$ cat config.mk
export PLATFORM = sky130hd
export DESIGN_NAME = prim_rr_onehot_sched
export DESIGN_NICKNAME = d
export VERILOG_FILES = /design/src/rtl/prim_rr_onehot_sched_pkg.sv /design/src/rtl/prim_rr_onehot_sched_onehot_check.sv /design/src/rtl/prim_rr_onehot_sched.sv
export SDC_FILE = /design/constraint.sdc
export NUM_CORES = 1
export LEC_CHECK = 0
export CAP_MARGIN = 20
export CORE_MARGIN = 1
export CORE_UTILIZATION = 47
export DETAILED_ROUTE_END_ITERATION = 10
export PLACE_DENSITY_LB_ADDON = 0.3
export SLEW_MARGIN = 20
export SYNTH_ARGS = -nofsm -noshare
export SYNTH_HDL_FRONTEND = slang
export SYNTH_SLANG_ARGS = --single-unit
export TNS_END_PERCENT = 50
$ cat constraint.sdc
create_clock -name clk_i -period 4.4 [get_ports clk_i]
set_input_delay 0.66 -clock clk_i [delete_from_list [all_inputs] [get_ports clk_i]]
set_output_delay 0.66 -clock clk_i [all_outputs]
set_load 0.05 [all_outputs]
$ cat src/rtl/prim_rr_onehot_sched_pkg.sv
// Shared types for the round-robin onehot scheduler: sparse FSM encoding and
// error-cause bit positions.
package prim_rr_onehot_sched_pkg;

  // Every pair of legal codes differs in at least three bits, so a single or
  // double upset cannot turn one legal state into another.
  typedef enum logic [5:0] {
    StIdle  = 6'b000111,
    StGrant = 6'b111000,
    StFault = 6'b101101
  } sched_state_e;

  localparam int unsigned CauseW     = 3;
  localparam int unsigned ErrOnehot  = 0;
  localparam int unsigned ErrProto   = 1;
  localparam int unsigned ErrTimeout = 2;

endpackage

$ cat src/rtl/prim_rr_onehot_sched_onehot_check.sv
// Combinational consistency check of a onehot0 select vector against its
// enable and binary address.
module prim_onehot_check #(
  parameter int unsigned AddrWidth   = 2,
  parameter int unsigned OneHotWidth = 4,
  parameter bit          AddrCheck   = 1'b1,
  parameter bit          EnableCheck = 1'b1,
  parameter bit          StrictCheck = 1'b1
) (
  input  logic [OneHotWidth-1:0] oh_i,
  input  logic [AddrWidth-1:0]   addr_i,
  input  logic                   en_i,
  output logic                   err_o
);

  logic any_set;
  logic multi_set;
  logic addr_hit;
  logic en_err;
  logic addr_err;

  always_comb begin
    any_set   = 1'b0;
    multi_set = 1'b0;
    addr_hit  = 1'b0;
    for (int i = 0; i < int'(OneHotWidth); i++) begin
      multi_set = multi_set | (any_set & oh_i[i]);
      any_set   = any_set | oh_i[i];
      addr_hit  = addr_hit | (oh_i[i] & (addr_i == AddrWidth'(i)));
    end
  end

  // Strict mode also flags an enable with no select bit set.
  assign en_err   = EnableCheck ? (StrictCheck ? (en_i != any_set) : (any_set & ~en_i)) : 1'b0;
  assign addr_err = AddrCheck ? (addr_hit != any_set) : 1'b0;
  assign err_o    = multi_set | en_err | addr_err;

endmodule

$ cat src/rtl/prim_rr_onehot_sched.sv
// Round-robin scheduler granting one shared resource to NumReq requesters,
// with self-checking grant outputs and a sticky fault path.
module prim_rr_onehot_sched
  import prim_rr_onehot_sched_pkg::*;
#(
  parameter int unsigned NumReq  = 4,
  parameter int unsigned IdxW    = $clog2(NumReq),
  parameter int unsigned MaxHold = 0,
  parameter int unsigned HoldW   = 8
) (
  input  logic              clk_i,
  input  logic              rst_i,
  input  logic [NumReq-1:0] req_i,
  input  logic              done_i,
  output logic [NumReq-1:0] gnt_o,
  output logic [IdxW-1:0]   gnt_idx_o,
  output logic              gnt_valid_o,
  output logic              err_o,
  output logic [2:0]        err_cause_o
);

  // Handshake: a requester holds req_i high until it owns the grant and for as
  // long as it keeps it; the owner ends ownership by raising done_i for one
  // cycle while its req_i is still high. Dropping req_i without done_i is a
  // protocol fault.

  localparam logic [HoldW-1:0] HoldLast = HoldW'((MaxHold == 0) ? 0 : MaxHold - 1);

  sched_state_e      state_q, state_d;
  logic [NumReq-1:0] gnt_q, gnt_d;
  logic [IdxW-1:0]   idx_q, idx_d;
  logic              valid_q, valid_d;
  logic [IdxW-1:0]   ptr_q, ptr_d;
  logic [HoldW-1:0]  hold_q, hold_d;
  logic [2:0]        cause_q, cause_d;

  logic [IdxW:0] pick;
  logic          owner_req;
  logic          release_ok;
  logic          proto_err;
  logic          tmo_err;
  logic          chk_err;

  // Returns {found, index} of the first set bit scanning upward from ptr.
  function automatic logic [IdxW:0] rr_pick(input logic [NumReq-1:0] req,
                                            input logic [IdxW-1:0]   ptr);
    logic            found;
    logic [IdxW-1:0] idx;
    int              k;
    found = 1'b0;
    idx   = '0;
    for (int i = 0; i < int'(NumReq); i++) begin
      k = (int'(ptr) + i) % int'(NumReq);
      if (!found && req[k]) begin
        found = 1'b1;
        idx   = IdxW'(k);
      end
    end
    return {found, idx};
  endfunction

  always_comb begin
    state_d    = state_q;
    gnt_d      = gnt_q;
    idx_d      = idx_q;
    valid_d    = valid_q;
    ptr_d      = ptr_q;
    hold_d     = hold_q;
    cause_d    = cause_q;
    pick       = '0;
    owner_req  = req_i[idx_q];
    release_ok = 1'b0;
    proto_err  = 1'b0;
    tmo_err    = 1'b0;

    case (state_q)
      StIdle: begin
        hold_d = '0;
        if (|req_i) begin
          pick         = rr_pick(req_i, ptr_q);
          state_d      = StGrant;
          gnt_d        = '0;
          gnt_d[pick[IdxW-1:0]] = 1'b1;
          idx_d        = pick[IdxW-1:0];
          valid_d      = 1'b1;
          ptr_d        = IdxW'((int'(pick[IdxW-1:0]) + 1) % int'(NumReq));
        end
      end
      StGrant: begin
        hold_d     = hold_q + 1'b1;
        release_ok = done_i & owner_req;
        proto_err  = ~done_i & ~owner_req;
        tmo_err    = (MaxHold != 0) && (hold_q == HoldLast) && !done_i;
        if (proto_err || tmo_err) begin
          cause_d[ErrProto]   = cause_q[ErrProto] | proto_err;
          cause_d[ErrTimeout] = cause_q[ErrTimeout] | tmo_err;
          state_d = StFault;
          gnt_d   = '0;
          idx_d   = '0;
          valid_d = 1'b0;
        end else if (release_ok) begin
          // The releasing owner is masked so it cannot win its own handoff.
          pick   = rr_pick(req_i & ~gnt_q, ptr_q);
          hold_d = '0;
          gnt_d  = '0;
          if (pick[IdxW]) begin
            gnt_d[pick[IdxW-1:0]] = 1'b1;
            idx_d   = pick[IdxW-1:0];
            valid_d = 1'b1;
            ptr_d   = IdxW'((int'(pick[IdxW-1:0]) + 1) % int'(NumReq));
          end else begin
            state_d = StIdle;
            idx_d   = '0;
            valid_d = 1'b0;
          end
        end
      end
      StFault: begin
        gnt_d   = '0;
        idx_d   = '0;
        valid_d = 1'b0;
      end
      default: begin
        cause_d[ErrOnehot] = 1'b1;
        state_d = StFault;
        gnt_d   = '0;
        idx_d   = '0;
        valid_d = 1'b0;
      end
    endcase

    if (chk_err) begin
      cause_d[ErrOnehot] = 1'b1;
      state_d = StFault;
      gnt_d   = '0;
      idx_d   = '0;
      valid_d = 1'b0;
    end
  end

  always_ff @(posedge clk_i) begin
    if (rst_i) begin
      state_q <= StIdle;
      gnt_q   <= '0;
      idx_q   <= '0;
      valid_q <= 1'b0;
      ptr_q   <= '0;
      hold_q  <= '0;
      cause_q <= '0;
    end else begin
      state_q <= state_d;
      gnt_q   <= gnt_d;
      idx_q   <= idx_d;
      valid_q <= valid_d;
      ptr_q   <= ptr_d;
      hold_q  <= hold_d;
      cause_q <= cause_d;
    end
  end

  assign gnt_o       = gnt_q;
  assign gnt_idx_o   = idx_q;
  assign gnt_valid_o = valid_q;
  assign err_cause_o = cause_q;
  assign err_o       = |cause_q;

  // The checker watches the output ports themselves, not the internal flops.
  prim_onehot_check #(
    .AddrWidth   (IdxW),
    .OneHotWidth (NumReq),
    .AddrCheck   (1'b1),
    .EnableCheck (1'b1),
    .StrictCheck (1'b1)
  ) u_onehot_check (
    .oh_i   (gnt_o),
    .addr_i (gnt_idx_o),
    .en_i   (gnt_valid_o),
    .err_o  (chk_err)
  );

endmodule

==> results_dict.tcl, run 1 <==
set metrics [dict create \
    synth_top_family_by_area "simple AND/OR/NAND/NOR gates" \
    cts-root-buf "clkbuf_4" \
    syn_area_per_cell_um2 8.366 \
    status "finished clean" \
    worstPathMaxFanout 8 \
    synth_top_area_share_pct 26.20 \
    synth.ff_latch_count 15 \
    area_growth_pct 17.36 \
    drive_above_1_share_pct 12.99 \
    p_sw_mw 0.1418 \
    die_w_um 51.38 \
    synth_xor_area_share_pct 0.7642 \
    grtUsageMet2_pct 40.26 \
    startpoint_type "primary input" \
    grt_overflow 0 \
    ir_worst_vdd_mv 0.2340 \
    floorplan.rows 17 \
    synth_compound_area_share_pct 28.28 \
    routed_wl_mm 2.993 \
    r2r-end "gnt_o[3]$_SDFFE_PP0P_" \
    cpMaxStageDelayCell "nor4_1" \
    cts_sinks 15 \
    hold_viol_final 0 \
    yosys.area_share.simple_pct 36.57 \
    grt_pass1_vias 1095 \
    p_comb_share_pct 35.2 \
    reg2reg_depth 6 \
    drc 0 \
    powerDensity_nw_per_um2 279.4 \
    hold_class "flop to flop" \
    grt_antenna_before_repair 0 \
    num_vias 1240 \
    muxShareOfSynthArea_pct 1.965 \
    critPathRequiredTime_ns 4.63 \
    die-area_um2 2640 \
    synthAdderAreaFrac_pct 2.183 \
    p_clk_share_pct 21.8 \
    synth.distinct_cells 53 \
    synth_nets 146 \
    rsz0062_at_grt "no" \
    grt_max_degree 11 \
    fmax_mhz 336.7 \
    clk_pin_slew_ns 0.10 \
    swShare_pct 37.73 \
    hp-start "err_cause_o[1]$_SDFFE_PP0P_" \
    finalCriticalPeriod_ns 2.970 \
    cts_tree "built" \
    slew_headroom_pct 43.99 \
    place.port_buffers 16 \
    ys.flop_type "dfxtp_1" \
    wl_per_cell_um 16.45 \
    r2r_slack_ns 1.83 \
    p_int_mw 0.2341 \
    ys_seq_area_share_pct 26.20 \
    finalSetupViolCount 0 \
    drt_pass1_iterations 5 \
    drv_cap 0 \
    dieHeight_um 51.38 \
    ios 18 \
    worst_ep_arrival_time_ns 3.20 \
    path_class "primary input to flop" \
    synth_top_area_cell "dfxtp_1" \
    vias_per_cell 6.813 \
    holdWs_ns 0.5065 \
    nets 164 \
    min_path_cells 2 \
    postRouteAntennaNets 0 \
    core-area_um2 2255 \
    endpoint_kind "flop" \
    fillCellCount 213 \
    start_util_pct 50.83 \
    synth_area_um2 1146 \
    tightest_slew_ns 0.8190 \
    drt_iter0_markers 56 \
    insertion_delay_ns 0.29 \
    slew_violations 0 \
    timing.rr.start "gnt_idx_o[0]$_SDFFE_PP0P_" \
    crit_start "req_i[3]" \
    grt_pass1_wl_mm 4.899 \
    synth.most_common_cell "dfxtp_1" \
    cts_made_buffers 3 \
    synth_edf_count 0 \
    hpwl_mm 2.226 \
    ctsHoldBuffers 0 \
    fin_tns_setup_ns 0 \
    syn_inst 137 \
    grt_util_met1_pct 31.53 \
    cts_resized 0 \
    clockBufferDepth 2 \
    gp_congestion 0.8472 \
    fin_skew_ns 0.007502 \
    ys_top_cells_by_area "dfxtp_1 26%, a21oi_1 4.8%, nand3b_1 3.3%, nor2b_1 3.3%, nor3b_1 3.3%" \
    path_cells "clkdlybuf4s50_1 -> mux4_2 -> ha_1 -> o2bb2ai_2 -> nor4_1 -> a32oi_1 -> a21oi_1" \
    hold_path_end "err_cause_o[1]$_SDFFE_PP0P_" \
    p_leak_nw 0.4636 \
    diodes 0 \
    max_stage_delay_ns 0.57 \
    yosys_warnings 0 \
    crit_family "compound AO/OA/AOI/OAI gates" \
    htreeDepth 1 \
    synth.top_cells.by_count "15 x dfxtp_1, 11 x a21oi_1, 8 x nand2_1, 7 x o21ai_0, 6 x nor2b_1" \
    track_usage_pct 24.74 \
    worst-path-buf-inv 1 \
    synthArstFlopShare_pct 0 \
    grt_use_met3_pct 3.571 \
    busiest_layer "met2" \
    sequentialPowerShare_pct 43.0 \
    fin_crit_sh_pct 67.49 \
    postCtsSetupBuffers 0 \
]
-- tightest hold or removal path: stages, from the launching register on --
cell and delay, ns:
dfxtp_1 0.35, a21oi_1 0.05, nor2_1 0.08
-- metal layers --
layer	part of all wire, %	vias to the layer above	wire [µm]
li1	-	569	-
met1	41	573	1229
met2	45	82	1355
met3	10	16	313
met4	3.2	0	96
met5	0	-	0
-- cells by family after synthesis --
logic type               after synthesis
AO/OA/AOI/OAI                         46
XOR/XNOR                               1
adder cells (fa/ha/maj)                2
buffers and inverters                  8
flip-flops                            15
multiplexers                           1
other                                  1
AND/OR/NAND/NOR                       63
-- power groups by stage --
| stage | clock network (mW) | logic, mW | registers, mW |
|---|---|---|---|
| 6_report | 0.0818 | 0.132 | 0.162 |
| 5_1_grt | 0.0891 | 0.142 | 0.164 |
| 4_1_cts | 0.0824 | 0.130 | 0.161 |
| 3_5_place_dp | 0 | 0.130 | 0.164 |
| 3_3_place_gp | 0 | 0.128 | 0.163 |
| 2_1_floorplan | 0 | 0.0814 | 0.174 |
-- per-stage QoR --
step	std cells	total power [mW]	util, %	area [µm²]	setup slack (ns)
detailed placement	178	0.2940	58.44	1318	1.278
floorplan	137	0.2558	-	1146	1.901
finish	182	0.3758	59.66	1345	1.430
global route	182	0.3948	59.66	1345	1.439
CTS	182	0.3738	59.66	1345	1.565
global placement	178	0.2910	58.44	1318	1.290
-- cell type report --
cell class	instances	area (µm²)	area share, %
multi-input cells	114	803.3	59.72
flip-flops and latches	15	300.3	22.33
repair buffers	16	160.2	11.91
well taps	28	35.03	2.605
clock buffers	3	22.52	1.674
inverters	5	18.77	1.395
clock inverters	1	5.005	0.3721
-- worst max-delay path by stage --
stage / end / slack [ns] / cells past startpoint
2_1_floorplan: gnt_o[3]$_SDFFE_PP0P_ / 1.90 / 6
3_3_place_gp: gnt_o[3]$_SDFFE_PP0P_ / 1.29 / 7
3_5_place_dp: gnt_o[3]$_SDFFE_PP0P_ / 1.28 / 7
4_1_cts: gnt_o[3]$_SDFFE_PP0P_ / 1.56 / 7
5_1_grt: gnt_o[3]$_SDFFE_PP0P_ / 1.44 / 7
6_report: gnt_o[3]$_SDFFE_PP0P_ / 1.43 / 7
-- cell usage in the layout (no fill, tap or decap), types with 2 or more instances in the layout --
master           instances
and2b_1                  3
nor2b_1                  6
a221oi_1                 3
nor4_1                   2
nand2b_1                 4
or2_2                    4
inv_1                    5
nand2_1                  8
a21o_1                   2
a31o_2                   3
ha_1                     2
a211o_1                  2
a31oi_1                  5
nand4_1                  2
nor3b_1                  5
o21ai_0                  7
nor2_1                   5
clkbuf_4                 3
a21oi_1                 11
nand3b_1                 5
and4bb_2                 2
nor3_1                   4
a32oi_1                  2
dfxtp_1                 15
clkdlybuf4s50_1         16
-- state kept, by name, summed over array words and instances (netlist names) --
signal and cells:
gnt_idx_o 2, state_q 4, gnt_o 4, ptr_q 2, gnt_valid_o 1, err_cause_o 2
No activity file was read; power rests on OpenSTA's default activity.
==> inputs of run 2 (changes only) <==
clock period = 2.5 ns   (was 4.4 ns; I/O delays follow)
==> results_dict.tcl, run 2 (synthesis gave the netlist of run 1 again) <==
set metrics [dict create \
    hpwl_mm 2.401 \
    cts_sinks 15 \
    track_usage_pct 26.98 \
    die-area_um2 2640 \
    cpMaxStageDelayCell "mux4_2" \
    drive_above_1_share_pct 19.28 \
    die_w_um 51.38 \
    fmax_mhz 447.8 \
    grt_antenna_before_repair 0 \
    cts_made_buffers 3 \
    diodes 0 \
    r2r-end "gnt_o[0]$_SDFFE_PP0P_" \
    powerDensity_nw_per_um2 468.2 \
    path_cells "mux4_2 -> ha_1 -> o2bb2ai_2 -> or4_1 -> a31oi_1" \
    fin_skew_ns 0.01006 \
    worstPathMaxFanout 7 \
    tightest_slew_ns 0.6544 \
    crit_start "gnt_idx_o[0]$_SDFFE_PP0P_" \
    slew_headroom_pct 56.28 \
    finalCriticalPeriod_ns 2.233 \
    ios 18 \
    critPathRequiredTime_ns 2.72 \
    drt_pass1_iterations 4 \
    postCtsSetupBuffers 0 \
    grt_pass1_wl_mm 5.319 \
    endpoint_kind "flop" \
    final_cell_mix "16 x clkdlybuf4s50_1, 15 x dfxtp_1, 12 x buf_4" \
    num_vias 1234 \
    grt_pass1_vias 1170 \
    nets 176 \
    holdWs_ns 0.5120 \
    clk_pin_slew_ns 0.10 \
    area_growth_pct 25.22 \
    finalSetupViolCount 0 \
    hold_class "flop to flop" \
    gp_congestion 0.9145 \
    reg2reg_depth 5 \
    cts_tree "built" \
    grt_overflow 0 \
    postRouteAntennaNets 0 \
    crit_family "multiplexers" \
    vias_per_cell 6.361 \
    floorplan.rows 17 \
    final_common_cell "clkdlybuf4s50_1" \
    ir_worst_vdd_mv 0.3621 \
    drt_iter0_markers 45 \
    p_leak_nw 0.5217 \
    clockBufferDepth 2 \
    core-area_um2 2255 \
    slew_violations 0 \
    routed_wl_mm 3.179 \
    ctsHoldBuffers 0 \
    status "finished clean" \
    timing.rr.start "gnt_idx_o[0]$_SDFFE_PP0P_" \
    fin_crit_sh_pct 89.33 \
    drv_cap 0 \
    fin_tns_setup_ns 0 \
    hold_viol_final 0 \
    place.port_buffers 16 \
    rsz0062_at_grt "no" \
    cts_resized 0 \
    grt_max_degree 11 \
    worst_ep_arrival_time_ns 2.45 \
    dieHeight_um 51.38 \
    r2r_slack_ns 0.27 \
    insertion_delay_ns 0.29 \
    cp-endpoint "gnt_o[0]$_SDFFE_PP0P_" \
    worst-path-stages 5 \
    cts-root-buf "clkbuf_4" \
    startpoint_type "flop" \
    htreeDepth 1 \
    fillCellCount 204 \
    wl_per_cell_um 16.39 \
    drc 0 \
    worst-path-buf-inv 0 \
    path_class "flop to flop" \
    max_stage_delay_ns 0.57 \
    start_util_pct 50.83 \
]
run 2: worst reg2reg max path, stage by stage (launching register included):
cell,delay (ns)
dfxtp_1,0.49
mux4_2,0.58
ha_1,0.32
o2bb2ai_2,0.15
or4_1,0.46
a31oi_1,0.16
run 2: worst min-delay path by stage:
stage,startpoint,to,slack [ns],cells past startpoint
floorplan,rst_i,err_cause_o[0]$_SDFFE_PP0P_,0.44,1
global placement,err_cause_o[1]$_SDFFE_PP0P_,err_cause_o[1]$_SDFFE_PP0P_,0.48,2
detailed placement,err_cause_o[1]$_SDFFE_PP0P_,err_cause_o[1]$_SDFFE_PP0P_,0.49,2
CTS,err_cause_o[1]$_SDFFE_PP0P_,err_cause_o[1]$_SDFFE_PP0P_,0.51,2
global route,err_cause_o[0]$_SDFFE_PP0P_,err_cause_o[0]$_SDFFE_PP0P_,0.57,2
finish,err_cause_o[1]$_SDFFE_PP0P_,err_cause_o[1]$_SDFFE_PP0P_,0.51,2
run 2: cell type report:
type / instances / area, µm² / share of cell area (%)
Sequential cell: 15 / 300.3 / 20.92
Inverter: 5 / 18.77 / 1.308
Clock buffer: 3 / 22.52 / 1.569
Tap cell: 28 / 35.03 / 2.441
Multi-Input combinational cell: 114 / 803.3 / 55.97
Timing Repair Buffer: 28 / 250.2 / 17.44
Clock inverter: 1 / 5.005 / 0.3487
run 2: where the power goes:
group / switching (mW) / internal, mW / leakage, nW
registers: 0.0285 / 0.256 / 0.123
logic: 0.141 / 0.108 / 0.381
clock network: 0.0792 / 0.0594 / 0.0177
run 2: per-layer routing:
layer  up-vias  track usage (%)  share of wire [%]
li1        589                -                  -
met1       572            33.39                 42
met2        63            46.10                 48
met3        10            4.762                8.2
met4         0            9.910                1.9
met5         -                0                  0
run 2: metrics by stage:
step                      area [µm²]  setup WS (ns)  power, mW  std cells  utilization, %
after floorplan                 1146      0.0006961     0.4502        137               -
after global placement          1408        0.06027     0.5251        190           62.43
after detailed placement        1408        0.01813     0.5327        190           62.43
after CTS                       1435         0.2583     0.6744        194           63.65
after global routing            1435        0.06010     0.7082        194           63.65
final                           1435         0.2667     0.6719        194           63.65
